File: src/rtl/bpsk_symbol_feeder.sv
// Byte FIFO fed by a UART receiver, serialised LSB first into fixed-length
// BPSK symbols with an optional NRZ-M differential encoding.
module bpsk_symbol_feeder #(
  parameter int CLOCK_FREQ  = 12_000_000,
  parameter int SYMBOL_RATE = 1_200_000,
  parameter int FIFO_DEPTH  = 16,
  parameter int DIFF_ENC    = 0
) (
  input  logic                          clk,
  input  logic                          n_rst,
  input  logic [7:0]                    rx_data,
  input  logic                          rx_ready,
  output logic                          rx_done,
  input  logic                          enable,
  input  logic                          clr_ovf,
  output logic                          sym_bit,
  output logic                          sym_valid,
  output logic                          sym_strobe,
  output logic [$clog2(FIFO_DEPTH):0]   fifo_count,
  output logic                          overflow,
  output logic                          state_dbg
);
  localparam int SYM_CNT = CLOCK_FREQ / SYMBOL_RATE - 1;
  localparam int SCW     = (SYM_CNT > 0) ? $clog2(SYM_CNT + 1) : 1;
  localparam int AW      = $clog2(FIFO_DEPTH);
  localparam logic [SCW-1:0] SYM_LAST = SCW'(SYM_CNT);
  localparam logic [AW:0]    DEPTH    = (AW + 1)'(FIFO_DEPTH);

  localparam logic [0:0] IDLE  = 1'b0;
  localparam logic [0:0] SHIFT = 1'b1;

  logic [7:0]     mem_q [FIFO_DEPTH];
  logic [AW-1:0]  wr_ptr_q, wr_ptr_d, rd_ptr_q, rd_ptr_d;
  logic [AW:0]    count_q, count_d;
  logic [0:0]     state_q, state_d;
  logic [6:0]     sh_q, sh_d;
  logic [2:0]     bit_cnt_q, bit_cnt_d;
  logic [SCW-1:0] sym_cnt_q, sym_cnt_d;
  logic           sym_bit_q, sym_bit_d;
  logic           sym_valid_q, sym_valid_d;
  logic           sym_strobe_q, sym_strobe_d;
  logic           rx_done_q, rx_done_d;
  logic           ovf_q, ovf_d;

  logic       full, push, pop, avail, load, adv, next_bit;
  logic [7:0] head;

  assign full = (count_q == DEPTH);
  assign push = rx_ready & ~rx_done_q & ~full;
  // A byte written on the previous edge is not offered to the reader until
  // one cycle later, so an idle feeder starts two edges after capture.
  assign avail = (count_q > {{AW{1'b0}}, rx_done_q});
  assign head  = mem_q[rd_ptr_q];

  always_comb begin
    rx_done_d = push;
    ovf_d     = (ovf_q & ~clr_ovf) | (rx_ready & full & ~rx_done_q);
    wr_ptr_d  = push ? wr_ptr_q + 1'b1 : wr_ptr_q;
    rd_ptr_d  = pop ? rd_ptr_q + 1'b1 : rd_ptr_q;
    count_d   = count_q;
    case ({push, pop})
      2'b10:   count_d = count_q + 1'b1;
      2'b01:   count_d = count_q - 1'b1;
      default: count_d = count_q;
    endcase
  end

  always_comb begin
    state_d      = state_q;
    sh_d         = sh_q;
    bit_cnt_d    = bit_cnt_q;
    sym_cnt_d    = sym_cnt_q;
    sym_bit_d    = sym_bit_q;
    sym_valid_d  = sym_valid_q;
    sym_strobe_d = 1'b0;
    pop          = 1'b0;
    load         = 1'b0;
    adv          = 1'b0;
    next_bit     = 1'b0;
    case (state_q)
      IDLE: load = enable & avail;
      default: begin
        if (sym_cnt_q == SYM_LAST) begin
          if (bit_cnt_q != 3'd7) begin
            adv = 1'b1;
          end else if (enable && avail) begin
            load = 1'b1;
          end else begin
            state_d     = IDLE;
            sym_valid_d = 1'b0;
          end
        end else begin
          sym_cnt_d = sym_cnt_q + 1'b1;
        end
      end
    endcase
    if (load) begin
      pop          = 1'b1;
      state_d      = SHIFT;
      sh_d         = head[7:1];
      bit_cnt_d    = 3'd0;
      sym_cnt_d    = '0;
      sym_valid_d  = 1'b1;
      sym_strobe_d = 1'b1;
      next_bit     = head[0];
    end
    if (adv) begin
      sh_d         = {1'b0, sh_q[6:1]};
      bit_cnt_d    = bit_cnt_q + 1'b1;
      sym_cnt_d    = '0;
      sym_strobe_d = 1'b1;
      next_bit     = sh_q[0];
    end
    // NRZ-M: the previous symbol persists across bytes and idle gaps.
    if (load || adv) sym_bit_d = (DIFF_ENC != 0) ? (sym_bit_q ^ next_bit) : next_bit;
  end

  always_ff @(posedge clk) begin
    if (push) mem_q[wr_ptr_q] <= rx_data;
  end

  always_ff @(posedge clk or negedge n_rst) begin
    if (!n_rst) begin
      wr_ptr_q     <= '0;
      rd_ptr_q     <= '0;
      count_q      <= '0;
      state_q      <= IDLE;
      sh_q         <= '0;
      bit_cnt_q    <= '0;
      sym_cnt_q    <= '0;
      sym_bit_q    <= 1'b0;
      sym_valid_q  <= 1'b0;
      sym_strobe_q <= 1'b0;
      rx_done_q    <= 1'b0;
      ovf_q        <= 1'b0;
    end else begin
      wr_ptr_q     <= wr_ptr_d;
      rd_ptr_q     <= rd_ptr_d;
      count_q      <= count_d;
      state_q      <= state_d;
      sh_q         <= sh_d;
      bit_cnt_q    <= bit_cnt_d;
      sym_cnt_q    <= sym_cnt_d;
      sym_bit_q    <= sym_bit_d;
      sym_valid_q  <= sym_valid_d;
      sym_strobe_q <= sym_strobe_d;
      rx_done_q    <= rx_done_d;
      ovf_q        <= ovf_d;
    end
  end

  assign rx_done    = rx_done_q;
  assign sym_bit    = sym_bit_q;
  assign sym_valid  = sym_valid_q;
  assign sym_strobe = sym_strobe_q;
  assign fifo_count = count_q;
  assign overflow   = ovf_q;
  assign state_dbg  = state_q;
endmodule

File: config.mk
export PLATFORM = sky130hd
export DESIGN_NAME = bpsk_symbol_feeder
export DESIGN_NICKNAME = d
export VERILOG_FILES = /design/src/rtl/bpsk_symbol_feeder.sv
export SDC_FILE = /design/constraint.sdc
export NUM_CORES = 1
export LEC_CHECK = 0
export CORE_UTILIZATION = 30
export DETAILED_ROUTE_END_ITERATION = 7
export HOLD_SLACK_MARGIN = 0.1
export SLEW_MARGIN = 20
export SYNTH_ARGS = -nofsm -noshare
export SYNTH_HDL_FRONTEND = slang
export SYNTH_SLANG_ARGS = --single-unit
File: constraint.sdc
create_clock -name clk -period 6.7 [get_ports clk]
set_clock_uncertainty 0.2 [all_clocks]
set_input_delay 1.005 -clock clk [delete_from_list [all_inputs] [get_ports clk]]
set_output_delay 1.005 -clock clk [all_outputs]
set_load 0.005 [all_outputs]
# Word level (Yosys, flattened, before mapping)
# Memory sizes are Yosys's and may differ from the RTL's.
# Cells that the tools add are included.
[word_totals] out_inout_bits=11 mem_bits_rw=128 input_bits=13 ff_bits=33 mem_count=1
[mem_list] name="mem_q" words=16 width=8 read_ports=1 rd_clocked_by_memory_dff=0 write_ports=1 line_no="32" rtl="logic [7:0] mem_q [FIFO_DEPTH];"
[classes] order_cmp=1 bitwise_logic=10 n_reduce_logical=9 n_addsub=6 n_eq_ne=8 n_mux=31
[ops] cell="1-bit two-way mux" count=22
[ops] cell="4-bit two-way mux" count=4
[ops] cell="7-bit two-way mux" count=2
[ops] cell="4-bit by 1-bit adder with 4-bit output, second input constant" count=3
[ops] cell="5-bit one-hot mux with 2 select lines" count=1
[ops] cell="2-bit nonzero test" count=4
[ops] cell="1-bit bitwise AND" count=6
[ops] cell="3-bit two-way mux" count=2
[ops] cell="3-bit != test, second input constant" count=2
[ops] cell="5-bit by 1-bit adder with 5-bit output, second input constant" count=1
[ops] cell="5-bit equality test, second input constant" count=1
[ops] cell="5-bit by 1-bit > comparator with 1-bit output" count=1
[ops] cell="5-bit by 1-bit subtractor with 5-bit output, second input constant" count=1
[ops] cell="4-bit equality test, second input constant" count=1
[ops] cell="2-bit != test, second input constant" count=2
[ops] cell="4-bit AND reduction" count=1
[ops] cell="3-bit by 1-bit adder with 3-bit output, second input constant" count=1
[ops] cell="1-bit NOT" count=3
[ops] cell="3-bit nonzero test" count=1
[ops] cell="2-bit by 1-bit equality test with 1-bit output, second input constant" count=1
[ops] cell="2-bit equality test, second input constant" count=1
[ops] cell="2-bit AND reduction" count=1
[ops] cell="1-bit logical AND" count=1
[ops] cell="1-bit logical OR" count=1
[ops] cell="1-bit OR" count=1

# Longest topological paths before layout
# Gate-level depths: netlist (run 1).
[logic_depth] ltp_word=9 ltp_mapped=15

# Least setup slack after synthesis (run 1)
# OpenSTA, ideal clock, no wires.
[synth_path] path_kind="input to register" from="in rx_ready" to="reg count_q[4] (netlist: fifo_count[4])" required_time_ps=6372 arrival_time_ps=2879 setup_slack_ps=3492 setup_ps=128 path_stages=12 n_path_buf=1 cell_sequence="inv_1 nor3b_2 inv_1 ha_1 clkbuf_1 xor2_1 ha_1 o211ai_1 a21oi_1 a31oi_1 nor2_1 xor2_1"
[synth_between] elab_chain_len=4 elab_cells_between_ends=6
[synth_rtl] item="from (decl)" line_no="12" rtl="input logic rx_ready,"
[synth_rtl] item="1-bit bitwise AND * (2 in series)" line_no="49" rtl="assign push = rx_ready & ~rx_done_q & ~full;"
[synth_rtl] item="named net push" line_no="45" rtl="logic full, push, pop, avail, load, adv, next_bit;"
[synth_rtl] item="2-bit by 1-bit equality test with 1-bit output or 2-bit equality test (tied branches)" line_no="61" rtl="case ({push, pop})"
[synth_rtl] item="5-bit one-hot mux with 2 select lines or 2-bit nonzero test (tied branches)"
[synth_rtl] item="to (signal assigned)" line_no="139" rtl="count_q <= count_d;"
[synth_rtl] item="to (decl)" line_no="34" rtl="logic [AW:0] count_q, count_d;"
# Mark *: on every way through the listed nets, which the timed path passes. The rest lies on a longest branch.
# A chain may end at the register's enable or synchronous reset.

# Worst setup path in the final report (run 1)
# Same ends and word-level chain as after synthesis.

==> results.md, run 1 <==
- Status: finished, final reports clean
- Largest net degree at the start of global routing: 34
- Mapped cell area: 6640 um2
- Clock share of power: 0.397
- Least-Margin Pin Slew: 1.04 ns
- Sequential power share: 0.506
- Vias per cell: 4.87
- Logic pwr share: 0.097
- Asr flop ratio synth: 0.205
- Die Area: 22700 um2
- Drt pass-1 iters: 4
- Hold WC Path Type: register to register
- Core area: 21800 um2
- Clk Latency, worst-skew pair: 0.42 ns
- R2R depth: 12
- Initial antenna violation count: 0
- Post-Route WL: 13200 um
- Critical Path RT: 6.80 ns
- Max FO, Critical Path: 10
- Diode count: 0
- Hold Path Depth: 1
- GRT Total Usage: 0.127
- Flops & latches, synth: 161
- Sw power: 586 uW
- CTS Buf Count: 17
- Maximum clock rate: 287 MHz
- R2r endpoint: fifo_count[4]$_DFFE_PN0P_
- CTS clk-pin slew, worst paths: 0.06 ns
- Mean Syn Cell Area: 16.6 um2
- Die height: 151 um
- Dpl hpwl: 8330 um
- Worst EP arrival: 3.58 ns
- Pwr/cell area: 315 nW/um2
- Final Hold Fails: 0
- Netlist cell types: 40
- Slowest-stage cell, CP: nor3b_2
- Via count: 3493
- Register area share after synthesis: 0.703
- First-pass GRT wire length: 20800 um
- Flop-to-flop setup slack: 3.30 ns
- CP peak stage delay: 0.55 ns
- Postcts setup bufs: 0
- Critical path type: input port to register
- Layout area overhead: 16.6%
- CTS tree: done
- Hold Startpoint: sh_q[5]$_DFFE_PN0P_
- Hold Path End: sh_q[4]$_DFFE_PN0P_
- CP Capture Type: register
- Internal power: 1850 uW
- Floorplan row count: 54
- Post-synth EDFFs: 128
- Synthesized instance count: 400
- Synthesized net count: 427
- Leakage: 0.00278 uW
- Max-Cap Viols: 0
- Clk sinks: 161
- Io pins: 24
- YS warnings: 0
- Die X-Extent: 151 um
- Crit start category: input port
- Most frequent cells in the layout: 128 x edfxtp_1, 32 x mux2i_1, 32 x dfrtp_1, 24 x nand2_1, 23 x clkdlybuf4s50_1
- Maximum buffer depth of the clock tree: 2
- Setup TNS: 0 ns
- Crit path max-delay family: buffers and inverters
- Sw frac: 0.240
- Initial drt markers: 270
- Worst slew margin: 0.306
- Max-slew violations: 0
- Total power: 2440 uW
- Cts repair resizes: 0
- Most common library cell in the layout ignoring fill and taps: edfxtp_1
- Root buffer cell: clkbuf_16
- Starting Density: 0.305
- Worst VDD drop: 0.192 mV
- Share of layout cells above drive strength 1: 0.142
- Setup violations, final: 0
- Worst path cell trace: clkdlybuf4s50_1 > inv_1 > nor3b_2 > inv_1 > ha_1 > xor2_1 > ha_1 > o211ai_1 > a21oi_1 > a31oi_1 > nor2_1 > xor2_1
- Antenna Nets Post-Route: 0
- Grt total ovfl: 0
- Top FF cell, synth: edfxtp_1
- Post-layout net count: 451
- Fin crit share: 0.519
- RSZ-0062 raised after global routing: false
- # DRC: 0
- IO buf count: 23
- Gpl congestion: 0.786
- Reg2Reg Launch Point: fifo_count[1]$_DFFE_PN0P_
- # hold bufs at CTS: 0
- Final Critical Period: 3.48 ns
- Layout filler cell count: 2048
- H-tree depth: 4
- Wire length per cell after detailed routing: 18.4 um
- CP Buf/Inv Count: 3
- Vias in the first global route: 3594
## layer usage
layer | wire [um] | global-route usage
met1 | 5900 | 0.168
met2 | 6340 | 0.199
met3 | 777 | 0.0352
met4 | 187 | 0.0475
met5 | 0 | 0
## worst max-delay path by stage
| stage | endpoint | startpoint | cells past startpoint | slack (ns) |
|---|---|---|---|---|
| 2_1_floorplan | fifo_count[4]$_DFFE_PN0P_ | rx_ready | 12 | 3.49 |
| 3_3_place_gp | mem_q[3][3]$_DFFE_PP_ | rx_ready | 5 | 2.80 |
| 3_5_place_dp | fifo_count[4]$_DFFE_PN0P_ | rx_ready | 12 | 2.76 |
| 4_1_cts | fifo_count[4]$_DFFE_PN0P_ | rx_ready | 12 | 3.20 |
| 5_1_grt | fifo_count[4]$_DFFE_PN0P_ | rx_ready | 12 | 2.96 |
| 6_report | fifo_count[4]$_DFFE_PN0P_ | rx_ready | 12 | 3.22 |
## worst reg2reg max path: stages, from the launching register on
cell      delay, ns
dfrtp_1        0.48
or3_4          0.44
o31ai_4        0.30
nand2b_2       0.34
inv_1          0.17
ha_1           0.32
xor2_1         0.18
ha_1           0.22
o211ai_1       0.17
a21oi_1        0.09
a31oi_1        0.17
nor2_1         0.07
xor2_1         0.14
## area by class of cell
class	count	area [um2]	share of cell area
sequential	161	4670	0.603
multi-input combinational	206	1830	0.237
clock buffer	18	429	0.0554
tap	280	350	0.0452
timing repair buffer	26	253	0.0326
clock inverter	14	163	0.0210
inverter	12	45.0	0.00582
## flip-flops by register name, summed over array words and instances (netlist names)
signal / cells
bit_cnt_q: 3
fifo_count: 5
mem_q: 128
overflow: 1
rd_ptr_q: 4
rx_done: 1
sh_q: 7
state_dbg: 1
sym_bit: 1
sym_cnt_q: 4
sym_strobe: 1
sym_valid: 1
wr_ptr_q: 4
## cell families after synthesis
logic type,synth area share
AO/OA/AOI/OAI,0.0650
AND/OR/NAND/NOR,0.0479
buffers and inverters,0.0239
adder cells (fa/ha/maj),0.0264
XOR/XNOR,0.0158
multiplexers,0.118
flip-flops,0.703
## synthesized netlist by cell type, types with 5 or more instances
cell | n | share of area
buf_2 | 10 | 0.0075
o21ai_0 | 11 | 0.0083
a21oi_1 | 9 | 0.0068
xnor2_1 | 7 | 0.0092
mux4_2 | 19 | 0.064
nand2_1 | 24 | 0.014
xor2_1 | 5 | 0.0066
edfxtp_1 | 128 | 0.58
clkbuf_1 | 5 | 0.0028
mux2i_1 | 32 | 0.048
nor2_1 | 17 | 0.0096
inv_1 | 12 | 0.0068
a211oi_1 | 6 | 0.0068
dfrtp_1 | 33 | 0.12
ha_1 | 14 | 0.026
a221o_1 | 7 | 0.011
a22oi_1 | 13 | 0.015
## power by group through the flow
stage	logic, uW	clock network [uW]	registers [uW]
2_1_floorplan	171	0	1210
3_3_place_gp	231	0	1240
3_5_place_dp	237	0	1250
4_1_cts	238	987	1230
5_1_grt	260	1020	1240
6_report	236	969	1230
## through the flow
| stage | setup slack [ns] | hold slack [ns] | cell area [um2] | cells | util |
|---|---|---|---|---|---|
| floorplan | 3.49 | 0.262 | 6640 | 400 | - |
| global placement | 2.80 | 0.288 | 7130 | 685 | 0.328 |
| detailed placement | 2.76 | 0.287 | 7140 | 685 | 0.328 |
| CTS | 3.20 | 0.298 | 7730 | 717 | 0.355 |
| global route | 2.96 | 0.323 | 7740 | 717 | 0.356 |
| finish | 3.22 | 0.306 | 7740 | 717 | 0.356 |
(Power assumes the default switching activity.)
==> run 2, diff against run 1 <==
clock period = 2.9 ns   (was 6.7 ns; I/O delays follow)
==> run 2 against run 1 <==
Effect of this change:
- sequential power increased by 130%
- clock power increased by 120%
- first-iteration DRC count decreased by 35%
- non-clock buffer count up 31
- routed wire length decreased by 2.8%
- via count up 0.86%
- critical path type is now register to register
- highest routed layer unchanged
==> results.md, run 2 (same netlist as run 1, synthesis figures left out) <==
- Status: finished, final reports clean
- Reg2Reg Launch Point: fifo_count[3]$_DFFE_PN0P_
- Root buffer cell: clkbuf_16
- Vias in the first global route: 3566
- Met3 Usage GRT: 0.0319
- Die Area: 22700 um2
- Floorplan row count: 54
- Biggest register: mem_q
- Top Usage Layer GRT: met2
- Setup TNS: 0 ns
- Grt total ovfl: 0
- Post-Route WL: 12800 um
- CP peak stage delay: 0.40 ns
- Clk sinks: 161
- M2 GR Usage: 0.203
- Share of layout cells above drive strength 1: 0.201
- Fin crit share: 0.937
- Clock share of power: 0.381
- Sw frac: 0.248
- R2R depth: 12
- Max-slew violations: 0
- Maximum buffer depth of the clock tree: 2
- Antenna Nets Post-Route: 0
- Sw power: 1390 uW
- Die X-Extent: 151 um
- GRT Total Usage: 0.124
- DP Cell Count: 713
- Setup violations, final: 0
- RSZ-0062 raised after global routing: false
- Wire length per cell after detailed routing: 17.2 um
- Maximum clock rate: 368 MHz
- Clk Latency, worst-skew pair: 0.42 ns
- Final Hold Fails: 0
- Post-layout net count: 482
- Worst slew margin: 0.498
- Met1 usage: 0.156
- Layout area overhead: 20.0%
- CTS clk-pin slew, worst paths: 0.07 ns
- H-tree depth: 4
- Die height: 151 um
- Least-Margin Pin Slew: 0.750 ns
- # hold bufs at CTS: 0
- Hold WC Path Type: input port to asynchronous set/reset pin
- Max-Cap Viols: 0
- Crit start category: register
- Final std cells w/o fill: 748
- Most frequent cells in the layout: 128 x edfxtp_1, 33 x buf_4, 32 x mux2i_1, 32 x dfrtp_1, 24 x nand2_1
- Initial antenna violation count: 0
- Critical Path RT: 3.00 ns
- Io pins: 24
- Worst VDD drop: 0.369 mV
- Final Critical Period: 2.72 ns
- # DRC: 0
- CP most frequent cell: xor2_1
- First-pass GRT wire length: 20200 um
- Initial drt markers: 175
- R2r endpoint: fifo_count[4]$_DFFE_PN0P_
- Most common library cell in the layout ignoring fill and taps: edfxtp_1
- Worst EP arrival: 2.82 ns
- Largest net degree at the start of global routing: 28
- Dpl hpwl: 8690 um
- Drt pass-1 iters: 4
- Max FO, Critical Path: 8
- CTS tree: done
- Leakage: 0.00294 uW
- Largest register FFs: 128
- Core area: 21800 um2
- Via count: 3523
- IO buf count: 23
- CTS Buf Count: 17
- Critical path type: register to register
- Pwr/cell area: 702 nW/um2
- Diode count: 0
- CP Capture Type: register
- Internal power: 4200 uW
- Sequential power share: 0.498
- Flop-to-flop setup slack: 0.18 ns
- Starting Density: 0.305
- Logic pwr share: 0.121
- Slowest-stage cell, CP: dfrtp_1
- Vias per cell: 4.71
- Gpl congestion: 0.765
- Worst path cell trace: or3_4 > o31ai_4 > nand2b_4 > inv_2 > ha_4 > xor2_1 > ha_1 > o211ai_1 > a21oi_1 > a31oi_1 > nor2_1 > xor2_1
-- run 2: what timing repair did --
item	4_1_cts	5_1_grt
buffers inserted	0	3
endpoints found under the setup margin	0	2
resized for setup	0	3
-- run 2: power by group through the flow --
stage / Sequential, uW / Combinational, uW / Clock [uW]
after global placement: 2820 / 637 / 0
final: 2780 / 677 / 2130
after floorplan: 2800 / 396 / 0
after CTS: 2790 / 675 / 2200
after detailed placement: 2830 / 672 / 0
after global routing: 2800 / 745 / 2290
-- run 2: worst max path at each step --
stage / start / endpoint
final: fifo_count[3]$_DFFE_PN0P_ / fifo_count[4]$_DFFE_PN0P_
after global routing: sym_cnt_q[1]$_DFFE_PN0P_ / fifo_count[4]$_DFFE_PN0P_
after CTS: sym_cnt_q[1]$_DFFE_PN0P_ / fifo_count[4]$_DFFE_PN0P_
after detailed placement: enable / fifo_count[4]$_DFFE_PN0P_
after global placement: enable / fifo_count[4]$_DFFE_PN0P_
after floorplan: fifo_count[1]$_DFFE_PN0P_ / fifo_count[4]$_DFFE_PN0P_
-- run 2: stage by stage --
| step | util | hold WS, ns | area, um2 | setup slack, ns | power, uW |
|---|---|---|---|---|---|
| CTS | 0.365 | 0.280 | 7930 | 0.0442 | 5660 |
| floorplan | - | -0.0606 | 6660 | 0.00212 | 3200 |
| global route | 0.366 | 0.313 | 7970 | 0.0174 | 5830 |
| global placement | 0.338 | 0.287 | 7360 | 0.0598 | 3460 |
| detailed placement | 0.338 | 0.298 | 7360 | 0.0517 | 3500 |
| finish | 0.366 | 0.259 | 7970 | 0.182 | 5590 |
-- run 2: worst max-delay path: cells and delay by family, from the launching register on --
kind                     cells  cell delay [ns]
AND/OR/NAND/NOR              3             0.62
XOR/XNOR                     2             0.29
AO/OA/AOI/OAI                4             0.63
flip-flops                   1             0.40
adder cells (fa/ha/maj)      2             0.39
buffers and inverters        1             0.06
-- run 2: per-layer routing --
metal | vias to the layer above | part of all wire
met1 | 1805 | 0.45
met5 | - | 0
met3 | 10 | 0.036
met2 | 48 | 0.50
met4 | 0 | 0.010
li1 | 1660 | -
-- run 2: cell type report --
class	instances	area (um2)
multi-input cells	206	1830
repair buffers	57	498
flip-flops and latches	161	4670
clock buffers	18	429
fillers	2032	13800
inverters	12	45.0
well taps	280	350
clock inverters	14	143
==> run 3, diff against run 2 <==
CTS_CLUSTER_DIAMETER = 80   (was not set)
clock period = 2.8 ns   (was 2.9 ns; I/O delays follow)
==> run 3 against run 2 <==
Effect of this change:
- combinational power grew 6.5%
- register-to-register slack lost 0.07 ns
- fmax grew 1.1%
==> results.md, run 3 (same netlist as run 1, synthesis figures left out) <==
- Crit path max-delay family: simple AND/OR/NAND/NOR gates
- Vias in the first global route: 3708
- First-pass GRT wire length: 20700 um
- Post-layout net count: 485
- Worst EP arrival: 2.80 ns
- Worst slew margin: 0.569
- Maximum clock rate: 372 MHz
- Pwr/cell area: 724 nW/um2
- Flop-to-flop setup slack: 0.11 ns
- CP most frequent cell: xor2_1
- Antenna Nets Post-Route: 0
- Die height: 151 um
- Clk sinks: 161
- Drt pass-1 iters: 4
- Fin crit share: 0.960
- Setup WS pre-CTS: 0.00780 ns
- Maximum buffer depth of the clock tree: 2
- Die Area: 22700 um2
- WP depth: 12
- Layout area overhead: 20.4%
- CP Capture Type: register
- CTS Buf Count: 17
- GRT Total Usage: 0.126
- Crit start category: register
- Total power: 5790 uW
- Reg2Reg Launch Point: fifo_count[3]$_DFFE_PN0P_
- Grt total ovfl: 0
- Biggest register: mem_q
- Worst path cell trace: or3_4 > o31ai_4 > nand2b_4 > inv_4 > ha_4 > xor2_1 > ha_2 > nor2b_1 > o21ai_0 > a31oi_1 > nor2_1 > xor2_1
- Most frequent cells in the layout: 128 x edfxtp_1, 35 x buf_4, 32 x mux2i_1, 32 x dfrtp_1, 24 x nand2_1
- Initial drt markers: 223
- Final Critical Period: 2.69 ns
- H-tree depth: 4
- CTS clk-pin slew, worst paths: 0.07 ns
- Critical path type: register to register
- Io pins: 24
- CTS tree: done
- Worst VDD drop: 0.385 mV
- Max-Cap Viols: 0
- Initial antenna violation count: 0
- Max FO, Critical Path: 4
- Slowest-stage cell, CP: or3_4
- Most common library cell in the layout ignoring fill and taps: edfxtp_1
- Clk Latency, worst-skew pair: 0.42 ns
- Via count: 3567
- # DRC: 0
- Root buffer cell: clkbuf_16
- Starting Density: 0.305
- Status: finished, final reports clean
- Max-slew violations: 0
- CP Buf/Inv Count: 1
- R2r endpoint: fifo_count[4]$_DFFE_PN0P_
- Post-Route WL: 13000 um
- # hold bufs at CTS: 0
- Die X-Extent: 151 um
- Critical Path RT: 2.91 ns
- Dpl hpwl: 8540 um
- Core area: 21800 um2
- IO buf count: 23
- Leakage: 0.00295 uW
- R2R depth: 12
- Vias per cell: 4.75
- Post-route core utilization: 0.367
- RSZ-0062 raised after global routing: true
- Setup violations, final: 0
- Floorplan row count: 54
- Largest net degree at the start of global routing: 34
- Layout filler cell count: 2027
- Least-Margin Pin Slew: 0.645 ns
- Share of layout cells above drive strength 1: 0.210
- Hold WC Path Type: input port to asynchronous set/reset pin
- Diode count: 0
- Largest register FFs: 128
- PnR worst setup slack: 0.112 ns
- Wire length per cell after detailed routing: 17.3 um
- CP peak stage delay: 0.41 ns
- Gpl congestion: 0.764
- Final Hold Fails: 0
[run 3: worst reg2reg max path, cell delays in order, from the launching register on]
cell	delay [ns]
dfrtp_1	0.37
or3_4	0.41
o31ai_4	0.28
nand2b_4	0.19
inv_4	0.04
ha_4	0.16
xor2_1	0.15
ha_2	0.21
nor2b_1	0.12
o21ai_0	0.08
a31oi_1	0.16
nor2_1	0.07
xor2_1	0.14
[run 3: final cells by class]
| class | instances | area (um2) | area share |
|---|---|---|---|
| inverter | 12 | 47.5 | 0.00595 |
| clock inverter | 15 | 133 | 0.0166 |
| tap | 280 | 350 | 0.0438 |
| sequential | 161 | 4670 | 0.584 |
| clock buffer | 17 | 425 | 0.0532 |
| multi-input combinational | 206 | 1840 | 0.230 |
| timing repair buffer | 60 | 533 | 0.0667 |
[run 3: metrics by stage]
stage | cells | TNS (ns) | instance area (um2) | hold slack, ns
5_1_grt | 751 | -0.0331 | 8000 | 0.249
2_1_floorplan | 400 | -0.0845 | 6660 | -0.0756
4_1_cts | 748 | 0 | 7960 | 0.206
3_5_place_dp | 716 | 0 | 7400 | 0.298
6_report | 751 | 0 | 8000 | 0.203
3_3_place_gp | 716 | 0 | 7400 | 0.290
[run 3: routing by layer]
| layer | vias to the layer above | track usage | routed length [um] |
|---|---|---|---|
| met1 | 1845 | 0.162 | 6010 |
| met5 | - | 0 | 0 |
| li1 | 1656 | - | - |
| met2 | 50 | 0.206 | 6400 |
| met4 | 0 | 0.0505 | 190 |
| met3 | 16 | 0.0295 | 425 |
[run 3: report_power, final]
part | internal [uW] | total (uW) | switching [uW]
clock | 1230 | 2190 | 956
sequential | 2780 | 2880 | 98.5
combinational | 333 | 721 | 388
total | 4350 | 5790 | 1440
[run 3: timing repair]
item / 4_1_cts / 5_1_grt
setup buffers: 0 / 3
cloned: 0 / 0
setup endpoints to repair: 1 / 2
gates resized for setup: 1 / 3
pin swaps: 0 / 4
[run 3: worst max path at each step]
stage,end,startpoint
6_report,fifo_count[4]$_DFFE_PN0P_,fifo_count[3]$_DFFE_PN0P_
5_1_grt,fifo_count[4]$_DFFE_PN0P_,fifo_count[3]$_DFFE_PN0P_
4_1_cts,fifo_count[4]$_DFFE_PN0P_,fifo_count[1]$_DFFE_PN0P_
3_5_place_dp,fifo_count[4]$_DFFE_PN0P_,sym_cnt_q[1]$_DFFE_PN0P_
3_3_place_gp,fifo_count[4]$_DFFE_PN0P_,enable
2_1_floorplan,fifo_count[4]$_DFFE_PN0P_,fifo_count[1]$_DFFE_PN0P_
